[src/rtl/mem_arbiter.sv]
// mem_arbiter: shares a single memory port between the instruction fetch
// unit (IFU) and the load/store unit (LSU). One requester is granted at a
// time. Its request is latched and mem_reqValid is held until the memory
// answers. The answer is then routed back to the granted requester only.
// Responses that arrive while idle are dropped.
// Optional watchdog: define MEM_ARB_TIMEOUT_EN to add a busy-cycle counter.
// On expiry the counter answers the granted requester with all-ones data and
// pulses mem_err.
module mem_arbiter #(
  parameter int ADDR_W   = 32,
  parameter int DATA_W   = 32,
  parameter int ARB_MODE = 0,    // 0: LSU has fixed priority, 1: round-robin
  parameter int TIMEOUT  = 255   // watchdog limit, only with MEM_ARB_TIMEOUT_EN
) (
  input  logic                clock,
  input  logic                reset_n,
  input  logic                ifu_reqValid,
  input  logic [ADDR_W-1:0]   ifu_addr,
  output logic                ifu_respValid,
  output logic [DATA_W-1:0]   ifu_rdata,
  input  logic                lsu_reqValid,
  input  logic [ADDR_W-1:0]   lsu_addr,
  input  logic                lsu_wen,
  input  logic [DATA_W-1:0]   lsu_wdata,
  input  logic [DATA_W/8-1:0] lsu_wmask,
  output logic                lsu_respValid,
  output logic [DATA_W-1:0]   lsu_rdata,
  output logic                mem_reqValid,
  output logic [ADDR_W-1:0]   mem_addr,
  output logic                mem_wen,
  output logic [DATA_W-1:0]   mem_wdata,
  output logic [DATA_W/8-1:0] mem_wmask,
  input  logic                mem_respValid,
  input  logic [DATA_W-1:0]   mem_rdata,
`ifdef MEM_ARB_TIMEOUT_EN
  output logic                mem_err,
`endif
  output logic                busy
);

  localparam int MASK_W = DATA_W / 8;

  typedef enum logic [1:0] {
    IDLE     = 2'd0,
    IFU_BUSY = 2'd1,
    LSU_BUSY = 2'd2
  } state_t;

  state_t              state_reg, state_next;
  logic                last_lsu_reg, last_lsu_next;   // 1: last grant went to the LSU
  logic                req_valid_reg, req_valid_next;
  logic [ADDR_W-1:0]   addr_reg, addr_next;
  logic                wen_reg, wen_next;
  logic [DATA_W-1:0]   wdata_reg, wdata_next;
  logic [MASK_W-1:0]   wmask_reg, wmask_next;
  logic                grant_lsu, grant_ifu, txn_done;
  logic                timeout_hit;

`ifdef MEM_ARB_TIMEOUT_EN
  localparam int CNT_W = $clog2(TIMEOUT + 1);
  logic [CNT_W-1:0] cnt_reg, cnt_next;

  // The watchdog expires on the busy cycle that would bring the count up to TIMEOUT.
  // A real response in that same cycle takes precedence.
  assign timeout_hit = (state_reg != IDLE) && !mem_respValid &&
                       (cnt_reg == CNT_W'(TIMEOUT - 1));
  assign mem_err     = timeout_hit;

  // Held at zero while idle, so it always starts from zero on entry to a busy state.
  always_comb begin
    cnt_next = cnt_reg;
    if (state_reg == IDLE)
      cnt_next = '0;
    else if (!mem_respValid)
      cnt_next = cnt_reg + 1'b1;
  end

  // Watchdog counter register.
  always_ff @(posedge clock) begin
    if (!reset_n)
      cnt_reg <= '0;
    else
      cnt_reg <= cnt_next;
  end
`else
  assign timeout_hit = 1'b0;
`endif

  // Arbitration, next-state and response routing.
  always_comb begin
    state_next     = state_reg;
    last_lsu_next  = last_lsu_reg;
    req_valid_next = req_valid_reg;
    addr_next      = addr_reg;
    wen_next       = wen_reg;
    wdata_next     = wdata_reg;
    wmask_next     = wmask_reg;
    grant_lsu      = 1'b0;
    grant_ifu      = 1'b0;
    txn_done       = 1'b0;
    ifu_respValid  = 1'b0;
    lsu_respValid  = 1'b0;
    case (state_reg)
      IDLE: begin
        // When both requesters are pending, fixed mode favours the LSU.
        // Round-robin mode favours whichever requester was not granted last.
        if (lsu_reqValid && (!ifu_reqValid || ARB_MODE == 0 || !last_lsu_reg))
          grant_lsu = 1'b1;
        else if (ifu_reqValid)
          grant_ifu = 1'b1;

        if (grant_lsu) begin
          state_next     = LSU_BUSY;
          last_lsu_next  = 1'b1;
          req_valid_next = 1'b1;
          addr_next      = lsu_addr;
          wen_next       = lsu_wen;
          wdata_next     = lsu_wdata;
          wmask_next     = lsu_wmask;
        end else if (grant_ifu) begin
          state_next     = IFU_BUSY;
          last_lsu_next  = 1'b0;
          req_valid_next = 1'b1;
          addr_next      = ifu_addr;
          wen_next       = 1'b0;
          wdata_next     = '0;
          wmask_next     = '0;
        end
      end
      IFU_BUSY, LSU_BUSY: begin
        txn_done      = mem_respValid || timeout_hit;
        ifu_respValid = txn_done && (state_reg == IFU_BUSY);
        lsu_respValid = txn_done && (state_reg == LSU_BUSY);
        if (txn_done) begin
          state_next     = IDLE;
          req_valid_next = 1'b0;
        end
      end
      default: begin
        state_next     = IDLE;
        req_valid_next = 1'b0;
      end
    endcase
  end

  // State and grant-history registers. A reset abandons any outstanding transfer.
  always_ff @(posedge clock) begin
    if (!reset_n) begin
      state_reg     <= IDLE;
      last_lsu_reg  <= 1'b0;
      req_valid_reg <= 1'b0;
    end else begin
      state_reg     <= state_next;
      last_lsu_reg  <= last_lsu_next;
      req_valid_reg <= req_valid_next;
    end
  end

  // Latched request fields, stable for the whole transaction.
  always_ff @(posedge clock) begin
    if (!reset_n) begin
      addr_reg  <= '0;
      wen_reg   <= 1'b0;
      wdata_reg <= '0;
      wmask_reg <= '0;
    end else begin
      addr_reg  <= addr_next;
      wen_reg   <= wen_next;
      wdata_reg <= wdata_next;
      wmask_reg <= wmask_next;
    end
  end

  assign mem_reqValid = req_valid_reg;
  assign mem_addr     = addr_reg;
  assign mem_wen      = wen_reg;
  assign mem_wdata    = wdata_reg;
  assign mem_wmask    = wmask_reg;
  assign busy         = (state_reg != IDLE);
  assign ifu_rdata    = timeout_hit ? '1 : mem_rdata;
  assign lsu_rdata    = timeout_hit ? '1 : mem_rdata;

endmodule

[config.mk]
export PLATFORM = sky130hd
export DESIGN_NAME = mem_arbiter
export DESIGN_NICKNAME = d
export VERILOG_FILES = /design/src/rtl/mem_arbiter.sv
export SDC_FILE = /design/constraint.sdc
export NUM_CORES = 1
export LEC_CHECK = 0
export ABC_AREA = 0
export CORE_MARGIN = 2
export CORE_UTILIZATION = 24
export DETAILED_ROUTE_END_ITERATION = 8
export GPL_TIMING_DRIVEN = 0
export SYNTH_ARGS = -nofsm -noshare
export SYNTH_HDL_FRONTEND = slang
export SYNTH_SLANG_ARGS = --single-unit
export TNS_END_PERCENT = 100
[constraint.sdc]
create_clock -name clock -period 1.9 [get_ports clock]
set_clock_uncertainty 0.05 [all_clocks]
set_input_delay 0.285 -clock clock [delete_from_list [all_inputs] [get_ports clock]]
set_output_delay 0.285 -clock clock [all_outputs]
set_load 0.005 [all_outputs]
; Word-level counts from Yosys, hierarchy flattened
; Index checks and enable logic that the tools add are counted.
[classes]
mux = 23
eq_ne = 4
n_reduce_logical = 8
[ops]
columns = op, n
row1 = $mux W32, 4
row2 = $mux W1, 12
row3 = $mux W4, 2
row4 = $mux W2, 3
row5 = $pmux W2 S2, 1
row6 = $reduce_and A2 Y1, 2
row7 = $reduce_bool A2 Y1, 2
row8 = $ne A3 B3 Y1 const B, 1
row9 = $eq A2 B1 Y1 const B, 1
row10 = $eq A2 B2 Y1 const B, 1
row11 = $logic_and A1 B1 Y1, 2
row12 = $logic_not A2 Y1, 1
row13 = $ne A2 B2 Y1 const B, 1
row14 = $pmux W1 S2, 1
row15 = $reduce_or A2 Y1, 1
[word_totals]
out_inout_bits = 137
word_cells = 41
in_bits = 138
reg_bits = 72

; Depth between registers and ports, before layout
; Gate-level depths: netlist of run 1.
[depth]
word_depth = 6
ltp_mapped = 8
depth_no_buf = 5

; Worst setup path before layout of run 1
; OpenSTA, ideal clock, no wires.
[synth_timing]
path_kind = flip-flop to flip-flop
from = register state_reg[0]
to = register addr_reg[0], in the netlist mem_addr[0]
required_time_ns = 1.782
arrival_ns = 1.396
stages_incl_launch_ff = 8
path_buffers = 2
path_slack_ns = 0.386
setup_time_ns = 0.068
synth_period_minus_slack_ns = 1.514
cell_sequence = dfxtp_1 inv_1 ha_1 inv_1 or3_1 buf_2 buf_6 o2bb2ai_2
[synth_between]
elab_chain_len = 2
[synth_rtl]
columns = element, line_no
row1 = from (decl), 49  ; state_t state_reg, state_next;
row2 = from (signal assigned), 153  ; state_reg <= state_next;
row3 = $logic_not A2 Y1, --
row4 = $reduce_and A2 Y1 (no source line), --
row5 = to (signal assigned), 167  ; addr_reg <= addr_next;
row6 = to (decl), 52  ; logic [ADDR_W-1:0] addr_reg, addr_next;
; Every way passes these cells.
; A chain may end at the register's enable or synchronous reset.

; Worst setup path after layout of run 1
[layout_timing]
from = register state_reg[0]
to = output lsu_respValid
[layout_between]
elab_chain_len = 3
word_cells_on_any_way = 5
cone_classes = eq/ne: 2 / mux: 1 / reduce/logical: 2
[layout_rtl]
columns = element, line_no
row1 = $eq A2 B1 Y1 / $eq A2 B2 Y1 (equally long branches), "103, 133"
row2 = $reduce_or A2 Y1 / $logic_and A1 B1 Y1 (equally long branches), --
row3 = $mux W1 *, 103  ; case (state_reg)
row4 = to (decl), 26  ; output logic lsu_respValid,
; Mark *: on every way between the ends. The rest lies on a longest branch, timed or not.

==> results.sh, run 1 <==
export IMPL_status="completed"
export IMPL_postLayoutCoreUtil_pct=46.7
export IMPL_crit_path_max_incr_delay_ns=0.35
export IMPL_yosys_cell_types_count=23
export IMPL_cts_root_buffer="clkbuf_16"
export IMPL_critPathArrivalTime_ns=1.52
export IMPL_busiest_layer="met2"
export IMPL_yosys_area_top_type_share_pct=43.4
export IMPL_yosysSeqAreaShare_pct=43.4
export IMPL_ys_ff_latch=72
export IMPL_grt_first_pass_wirelength_mm=15.5
export IMPL_syn_nets=422
export IMPL_pre_cts_setup_slack_ns=0.00460
export IMPL_synth_edff_count=0
export IMPL_power_static_leakage_uw=0.00261
export IMPL_nets=674
export IMPL_floorplan_die_area_mm2=0.0148
export IMPL_routed_length_per_instance_um=14.4
export IMPL_initial_antenna_violation_count=0
export IMPL_top_level_ports=275
export IMPL_grt_util_met1_pct=13.4
export IMPL_peakVddDrop_mv=0.374
export IMPL_dp_hpwl_mm=8.39
export IMPL_cts_hold_repair_buffers=0
export IMPL_ys_warn_count=0
export IMPL_final_min_period_over_clock_period_pct=97.5
export IMPL_die_h_um=122
export IMPL_n_antenna_cell=0
export IMPL_postSynthAreaPerCell_um2=11.8
export IMPL_whs_ns=0.299
export IMPL_cp_end_kind="output port"
export IMPL_die_span_in_x_um=122
export IMPL_grt_pass1_vias=3110
export IMPL_dp_cells=698
export IMPL_postSynthCellCount=281
export IMPL_clk_transition_reported_paths_ns=0.06
export IMPL_setup_worst_path_start_class="flip-flop"
export IMPL_netlist_top_cell_by_area="dfxtp_1"
export IMPL_postLayoutSetupSlackWorst_ns=0.0477
export IMPL_avgViaCountPerCell=4.19
export IMPL_postRouteWirelength_mm=10.3
export IMPL_cts_buffers_inserted=9
export IMPL_io_buffer_count=241
export IMPL_timing_critical_path_required_ns=1.56
export IMPL_grt_overflow_total=0
export IMPL_drt_drc_violations_left=0
export IMPL_ctsLongestPathBuffers=2
export IMPL_coreArea_mm2=0.0134
export IMPL_final_layout_size_suffix_gt1_share_pct=24.3
export IMPL_period_needed_ns=1.85
export IMPL_hold_class="in -> reg"
export IMPL_yosys_top_cells_area="dfxtp_1 43%, buf_4 15%, o2bb2ai_2 14%"
export IMPL_cp_buffers_inverters=2
export IMPL_drt_antenna_net_count=0
export IMPL_clock_insertion_delay_worst_skew_ns=0.34
export IMPL_critical_path_top_delay_family="buffers and inverters"
export IMPL_cp_max_fo=3
export IMPL_htree_levels=3
export IMPL_maximum_number_of_pins_on_one_net_before_global_route_repair=12
export IMPL_yosys_top_cells_count="72 x dfxtp_1, 66 x buf_4, 37 x a22o_1, 32 x mux2i_1, 30 x o2bb2ai_2"
export IMPL_dominant_cell_by_count_in_the_synthesized_netlist="dfxtp_1"
export IMPL_number_of_standard_cell_rows_in_the_floorplan=42
export IMPL_crit_type="reg -> out"
export IMPL_slew_limit_headroom_pct=79.2
export IMPL_finalNonFillerCells=714
export IMPL_timing_max_transition_violations_final=0
export IMPL_path_cells="inv_1, ha_1, and3_1, dlygate4sd2_1"
export IMPL_groute_usage_overall_pct=13.6
export IMPL_dr_pass1_iters=4
export IMPL_tritoncts_clock_tree="built"
export IMPL_synthArstFlopShare_pct=0
export IMPL_drtIter0Drc=82
export IMPL_global_route_usage_met3_pct=6.69
export IMPL_netlist_area_mm2=0.00332
export IMPL_tightest_slew_ns=0.312
export IMPL_syn2layout_area_growth_pct=88.4
export IMPL_ys_dominant_reg_cell="dfxtp_1"
export IMPL_cell_area_power_density_mw_per_mm2=756
export IMPL_setup_viol=0
export IMPL_grt_util_met2_pct=23.7
export IMPL_timing_fmax_ghz=0.540
export IMPL_finalHoldViolations=0
export IMPL_routabilityCongestion=0.710
export IMPL_setup_total_negative_slack_ns=0
export IMPL_maxCapViolCount=0
export IMPL_vias=2995
export IMPL_cp_slowest_cell="dfxtp_2"
export IMPL_clkSinkCount=72
export IMPL_rsz0062_at_grt="no"
export IMPL_initial_core_util_pct=24.8
## worst reg2reg max path, cell delays in order, from the launching register on
cell,delay [ns]
dfxtp_2,0.35
inv_1,0.07
ha_1,0.22
inv_1,0.15
o21a_1,0.14
buf_2,0.17
buf_4,0.20
buf_6,0.19
o2bb2ai_2,0.11
## layer usage
layer / share of wire, % / vias up / wire [um]
met5: 0 / - / 0
met4: 2.1 / 0 / 216
met3: 13 / 16 / 1320
met2: 49 / 165 / 5080
met1: 36 / 1352 / 3690
li1: - / 1462 / -
## timing repair
action,CTS,global route
setup buffers,0,0
endpoints found under the setup margin,2,3
resized for setup,3,2
## metrics by stage
stage / instance area, um^2 / power, uW
CTS: 6250 / 4830
detailed placement: 5950 / 3070
global route: 6260 / 4970
global placement: 5950 / 3060
finish: 6260 / 4730
floorplan: 3320 / 2300
## power breakdown
| part | switching [uW] | total, uW | leakage (uW) | internal, uW |
|---|---|---|---|---|
| clock | 629 | 1710 | 0.000150 | 1080 |
| combinational | 414 | 1250 | 0.00187 | 833 |
| sequential | 99.7 | 1770 | 0.000593 | 1670 |
## kinds of logic after synthesis
| logic type | synth area share (%) |
|---|---|
| muxes | 9.65 |
| and+or+nand+nor | 1.70 |
| DFF | 43.4 |
| adders and majority gates | 1.13 |
| buffers and inverters | 19.0 |
| AOI/OAI and AO/OA | 25.2 |
## path summary, 6_finish.rpt
kind | start | end | slack, ns | cells after the start
setup / recovery | state_reg[0]$_SDFFE_PN0P_ | lsu_respValid | 0.05 | 4
hold / removal | lsu_reqValid | mem_addr[11]$_SDFFE_PN0P_ | 0.30 | 3
setup reg to reg | state_reg[0]$_SDFFE_PN0P_ | mem_addr[5]$_SDFFE_PN0P_ | 0.18 | 8
hold reg to reg | mem_reqValid$_SDFFE_PN0P_ | mem_reqValid$_SDFFE_PN0P_ | 0.42 | 2
## cell usage in the layout, fill, tap and decap left out, types with 2 or more instances in the layout
| cell | instances |
|---|---|
| a22o_1 | 37 |
| and3_1 | 2 |
| buf_2 | 14 |
| buf_4 | 66 |
| buf_6 | 4 |
| clkbuf_1 | 2 |
| clkbuf_16 | 9 |
| clkbuf_8 | 2 |
| clkdlybuf4s50_1 | 238 |
| clkinv_2 | 2 |
| dfxtp_1 | 70 |
| dfxtp_2 | 2 |
| dlygate4sd2_1 | 2 |
| ha_1 | 3 |
| inv_1 | 5 |
| mux2i_1 | 32 |
| o21a_1 | 2 |
| o21ai_1 | 2 |
| o2bb2ai_1 | 2 |
| o2bb2ai_2 | 30 |
## layout make-up
class	count	area, um^2
Sequential cell	72	1440
Buffer	84	611
Fill cell	1217	7140
Tap cell	176	220
Multi-Input combinational cell	120	1250
Clock buffer	13	260
Inverter	5	18.8
Timing Repair Buffer	241	2410
Clock inverter	3	40.0
Note: power is estimated with default switching activity, not from simulation.
==> run 2: changes to the inputs <==
--- a/config.mk
+++ b/config.mk
@@ -6,6 +6,7 @@
 export NUM_CORES = 1
 export LEC_CHECK = 0
 export ABC_AREA = 0
+export CAP_MARGIN = 20
 export CORE_MARGIN = 2
 export CORE_UTILIZATION = 24
 export DETAILED_ROUTE_END_ITERATION = 8
==> results of run 2 <==
No change in the layout: final DEF, timing and power equal those of run 1.
==> run 3: changes to the inputs <==
--- a/config.mk
+++ b/config.mk
@@ -9,6 +9,7 @@
 export CAP_MARGIN = 20
 export CORE_MARGIN = 2
 export CORE_UTILIZATION = 24
+export CTS_CLUSTER_SIZE = 28
 export DETAILED_ROUTE_END_ITERATION = 8
 export GPL_TIMING_DRIVEN = 0
 export SYNTH_ARGS = -nofsm -noshare
==> results of run 3 <==
No change in the layout: final DEF, timing and power equal those of run 1.
